**config.mk**
```make
export PLATFORM = sky130hd
export DESIGN_NAME = multicycle_carry_adder
export DESIGN_NICKNAME = d
export VERILOG_FILES = /design/src/rtl/multicycle_carry_adder.sv
export SDC_FILE = /design/constraint.sdc
export NUM_CORES = 1
export LEC_CHECK = 0
export CORE_MARGIN = 1
export CORE_UTILIZATION = 53
export DETAILED_ROUTE_END_ITERATION = 6
export PLACE_DENSITY = 0.82
export SYNTH_ARGS = -nofsm -noshare
export SYNTH_HDL_FRONTEND = slang
export SYNTH_SLANG_ARGS = --single-unit
```
**constraint.sdc**
```tcl
create_clock -name clk -period 5.3 [get_ports clk]
set_input_delay 1.06 -clock clk [delete_from_list [all_inputs] [get_ports clk]]
set_output_delay 1.06 -clock clk [all_outputs]
set_load 0.02 [all_outputs]
```
**src/rtl/multicycle_carry_adder.sv**
```systemverilog
// multicycle_carry_adder: WIDTH-bit adder/subtractor that walks the operands
// CHUNK bits per clock, least-significant chunk first, linking chunks through
// a registered carry. Operands are latched on start, so the inputs are free
// to change while the operation runs.
module multicycle_carry_adder #(
  parameter int WIDTH = 16,
  parameter int CHUNK = 4
) (
  input  logic             clk,
  input  logic             rst,
  input  logic             start,
  input  logic             sub,
  input  logic [WIDTH-1:0] A,
  input  logic [WIDTH-1:0] B,
  output logic [WIDTH-1:0] S,
  output logic             C,
  output logic             V,
  output logic             busy,
  output logic             done
);

  localparam int NCHUNK = WIDTH / CHUNK;
  localparam int IW     = (NCHUNK > 1) ? $clog2(NCHUNK) : 1;
  localparam logic [IW-1:0] LAST_IDX = IW'(NCHUNK - 1);

  typedef enum logic [0:0] {
    IDLE = 1'b0,
    RUN  = 1'b1
  } state_t;

  state_t           state_r, state_next_s;
  logic [WIDTH-1:0] opa_r, opa_next_s;
  logic [WIDTH-1:0] opb_r, opb_next_s;
  logic [WIDTH-1:0] s_next_s;
  logic             carry_r, carry_next_s;
  logic [IW-1:0]    idx_r, idx_next_s;
  logic             c_next_s, v_next_s, busy_next_s, done_next_s;

  logic [CHUNK-1:0] a_chunk_s, b_chunk_s, sum_s;
  logic [CHUNK:0]   chunk_total_s;
  logic             cnext_s, cin_msb_s;

  // Chunk datapath: add the selected operand slices plus the running carry.
  always_comb begin
    a_chunk_s     = opa_r[int'(idx_r)*CHUNK +: CHUNK];
    b_chunk_s     = opb_r[int'(idx_r)*CHUNK +: CHUNK];
    chunk_total_s = {1'b0, a_chunk_s} + {1'b0, b_chunk_s} + {{CHUNK{1'b0}}, carry_r};
    sum_s         = chunk_total_s[CHUNK-1:0];
    cnext_s       = chunk_total_s[CHUNK];
    // The MSB sum bit is a^b^cin, so the carry into the MSB can be recovered
    // from it; only meaningful when the last chunk is selected.
    cin_msb_s     = sum_s[CHUNK-1] ^ a_chunk_s[CHUNK-1] ^ b_chunk_s[CHUNK-1];
  end

  // FSM next-state and next register values; everything holds by default.
  always_comb begin
    state_next_s = state_r;
    opa_next_s   = opa_r;
    opb_next_s   = opb_r;
    carry_next_s = carry_r;
    idx_next_s   = idx_r;
    s_next_s     = S;
    c_next_s     = C;
    v_next_s     = V;
    busy_next_s  = busy;
    done_next_s  = 1'b0;
    case (state_r)
      IDLE: begin
        if (start) begin
          opa_next_s   = A;
          opb_next_s   = sub ? ~B : B;
          carry_next_s = sub;
          idx_next_s   = {IW{1'b0}};
          s_next_s     = {WIDTH{1'b0}};
          c_next_s     = 1'b0;
          v_next_s     = 1'b0;
          busy_next_s  = 1'b1;
          state_next_s = RUN;
        end else begin
          state_next_s = IDLE;
        end
      end
      RUN: begin
        s_next_s[int'(idx_r)*CHUNK +: CHUNK] = sum_s;
        carry_next_s = cnext_s;
        if (idx_r == LAST_IDX) begin
          c_next_s     = cnext_s;
          v_next_s     = cin_msb_s ^ cnext_s;
          busy_next_s  = 1'b0;
          done_next_s  = 1'b1;
          idx_next_s   = {IW{1'b0}};
          state_next_s = IDLE;
        end else begin
          idx_next_s   = idx_r + IW'(1);
          state_next_s = RUN;
        end
      end
      default: begin
        state_next_s = IDLE;
        busy_next_s  = 1'b0;
      end
    endcase
  end

  // State and output registers; reset aborts any operation in flight.
  always_ff @(posedge clk or posedge rst) begin
    if (rst) begin
      state_r <= IDLE;
      opa_r   <= {WIDTH{1'b0}};
      opb_r   <= {WIDTH{1'b0}};
      carry_r <= 1'b0;
      idx_r   <= {IW{1'b0}};
      S       <= {WIDTH{1'b0}};
      C       <= 1'b0;
      V       <= 1'b0;
      busy    <= 1'b0;
      done    <= 1'b0;
    end else begin
      state_r <= state_next_s;
      opa_r   <= opa_next_s;
      opb_r   <= opb_next_s;
      carry_r <= carry_next_s;
      idx_r   <= idx_next_s;
      S       <= s_next_s;
      C       <= c_next_s;
      V       <= v_next_s;
      busy    <= busy_next_s;
      done    <= done_next_s;
    end
  end

endmodule

```
==> flow_metrics.tcl <==
set metrics [dict create \
    status "finished, final reports clean" \
    antenna_found_initial 0 \
    final_cell_mix "nand2_1 (70), dfrtp_1 (56), clkdlybuf4s50_1 (55), xnor2_1 (18), o21ai_1 (18)" \
    max_freq_ghz 0.309 \
    hold_viol_final 0 \
    grt_use_total_pct 20.7 \
    ctsHoldBuffers 0 \
    path_buf_inv 0 \
    die_area_um2 5230 \
    dieHeight_um 72.3 \
    synth_compound_area_share_pct 11.3 \
    root_buffer "clkbuf_8" \
    postSynthCellCount 238 \
    vias 1817 \
    maxSlewHeadroom_pct 26.4 \
    place_inst 350 \
    switching_share_pct 41.0 \
    grt_setup_unrepaired "false" \
    grt_max_degree 57 \
    internal_power_mw 1.25 \
    crit_family "adder cells" \
    synth-xor-area-share_pct 7.73 \
    core_um2 4750 \
    max_stage_delay_ps 760 \
    insertion_delay_ps 310 \
    syn_avg_cell_area_um2 11.0 \
    post-cts-setup-buffers 0 \
    hold_depth 2 \
    cts_sinks 56 \
    rr_startpoint "idx_r[0]$_DFFE_PP0P_" \
    synth_top_area_share_pct 53.4 \
    rows 25 \
    crit_path_cell_trace "mux4_2 -> fa_1 -> fa_1 -> a21o_1 -> a21oi_1 -> xnor2_1 -> xnor2_1 -> o21ai_1" \
    drt_iter0_drc 76 \
    nFillCells 385 \
    worstRegToRegCells 8 \
    firstDrtPassIters 4 \
    m1WireLength_mm 2.13 \
    setup_tns_ps 0 \
    yosysTopAreaCell "dfrtp_1" \
    startpoint_type "flip-flop" \
    finalCriticalPeriod_ps 3240 \
    regToRegEndpoint "V$_DFFE_PP0P_" \
    tightestPinTransition_ps 1100 \
    finClkSkew_ps 7.55 \
    reg2reg_slack_ps 2060 \
    worstSetupEndpointType "flip-flop" \
    ant_nets 0 \
    dr_wl_met2_mm 2.38 \
    ys_ff_latch 56 \
    synth_top_family_by_area "simple AND/OR/NAND/NOR gates" \
    drive_gt1_share_pct 6.90 \
    worstHoldPathType "flip-flop to flip-flop" \
    wire_per_inst_um 13.2 \
    grt_pass1_vias 1868 \
    wl_met3_um 156 \
    period_share_pct 61.1 \
    portBuffers 55 \
    cp_slowest_cell "dfrtp_1" \
    cts_tree "done" \
    fin_ws_ps 2060 \
    cp_max_fo 13 \
    worstSetupPathType "flip-flop to flip-flop" \
    final_common_cell "nand2_1" \
    initial_core_util_pct 55.2 \
    place_ws_ps 2060 \
    cp.arrival_ps 3430 \
    ctsResizeCount 0 \
    p_switching_mw 0.864 \
    stdcell_count 357 \
    dp_hpwl_mm 3.54 \
    clkPwrFrac_pct 10.2 \
    maxCapViolCount 0 \
    pwr-share-comb_pct 54.3 \
    top_layer "met4" \
    hold_start "opa_r[9]$_DFFE_PP0P_" \
    clk_pin_slew_worst_paths_ps 90 \
    whs_endpoint "opa_r[9]$_DFFE_PP0P_" \
    grt_pass1_wl_mm 8.35 \
    synth-simple-area-share_pct 13.0 \
    synthAdderAreaFrac_pct 4.87 \
    powerDensity_nw_per_um2 641 \
    slew_violations 0 \
    htreeDepth 2 \
    io_pins 56 \
    irDropWorstVdd_uv 316 \
    die_width_um 72.3 \
    n_antenna_cell 0 \
    place.gp.congestion 0.771 \
    synthMuxAreaShare_pct 7.01 \
    seq_area_um2 1400 \
    ys_seq_area_share_pct 53.4 \
    drc 0 \
    nets 335 \
    yosysWarnings 0 \
    syn_area_um2 2620 \
    setup_violations 0 \
    detail_route.vias_per_cell 5.09 \
    cts_buffers 5 \
    syn-num-nets 283 \
    ys_types 29 \
    overflow 0 \
    wl_mm 4.72 \
    power.share.sequential_pct 35.5 \
    leakage_nw 1.50 \
    multi_input_area_um2 1150 \
    synthTopCellsByArea "dfrtp_1 (53%), nand2_1 (10%), mux4_2 (6.0%)" \
    area_delta_synth_final_pct 25.6 \
    cp.required_ps 5500 \
    cts_buffer_depth 2 \
]
flip-flops by register name, indices dropped and copies added, names as in the netlist:
register and count:
done 1, state_r 1, V 1, S 16, carry_r 1, busy 1, opa_r 16, C 1
opb_r 16, idx_r 2
stage by stage:
step	hold WS [ps]	instance area, um2	power [mW]	util [%]
after floorplan	440	2620	1.58	-
after global placement	459	3220	1.87	67.6
after detailed placement	468	3220	1.91	67.6
after CTS	490	3290	2.13	69.3
after global routing	512	3290	2.27	69.3
final	483	3290	2.11	69.3
worst register-to-register path: stages, from the launching register on:
cell and delay (ps):
dfrtp_1 760, mux4_2 600, fa_1 460, fa_1 420
a21o_1 190, a21oi_1 270, xnor2_1 190, xnor2_1 160
o21ai_1 80
power groups by stage:
stage / combinational (mW) / sequential (mW) / clock (mW)
finish: 1.15 / 0.750 / 0.215
global route: 1.26 / 0.776 / 0.235
CTS: 1.15 / 0.752 / 0.220
detailed placement: 1.15 / 0.761 / 0
global placement: 1.11 / 0.758 / 0
floorplan: 0.823 / 0.753 / 0
cells in the mapped netlist (all sizes together):
master / number
or3: 1
dfrtp: 56
o21ai: 19
xnor2: 19
nand2b: 2
o31ai: 1
a21o: 2
clkbuf: 7
nor2: 3
and3: 1
a21oi: 6
ha: 7
inv: 4
nor4b: 2
mux4: 8
buf: 5
nand2: 70
xor2: 2
a211oi: 1
fa: 2
nor2b: 3
nor3: 1
a22o: 16
area by class of cell:
type,instances,area share (%)
repair buffers,57,17.2
well taps,67,2.55
multi-input cells,166,34.9
clock inverters,1,0.152
flip-flops and latches,56,42.6
clock buffers,6,2.20
inverters,4,0.456
logic make-up (layout without fill, tap and decap cells):
family                   after synthesis  count (layout)
XOR/XNOR                              21              21
AND/OR/NAND/NOR                       83              83
adder cells (fa/ha/maj)                9               9
AO/OA/AOI/OAI                         45              45
flip-flops                            56              56
buffers and inverters                 16              68
multiplexers                           8               8
routing by layer:
layer  global-route usage, %  up-vias
met4                    5.66        0
met3                    4.31        6
met2                    36.6       43
met1                    25.7      859
li1                        -      909
met5                       0        -
worst max-delay path by stage:
stage | slack (ps) | from | cells after the start | endpoint
finish | 2060 | idx_r[0]$_DFFE_PP0P_ | 8 | V$_DFFE_PP0P_
global route | 1860 | idx_r[0]$_DFFE_PP0P_ | 8 | V$_DFFE_PP0P_
CTS | 2040 | idx_r[0]$_DFFE_PP0P_ | 8 | V$_DFFE_PP0P_
detailed placement | 2060 | idx_r[0]$_DFFE_PP0P_ | 8 | V$_DFFE_PP0P_
global placement | 2210 | idx_r[0]$_DFFE_PP0P_ | 8 | V$_DFFE_PP0P_
floorplan | 2420 | idx_r[0]$_DFFE_PP0P_ | 9 | V$_DFFE_PP0P_
(Power assumes the default switching activity.)
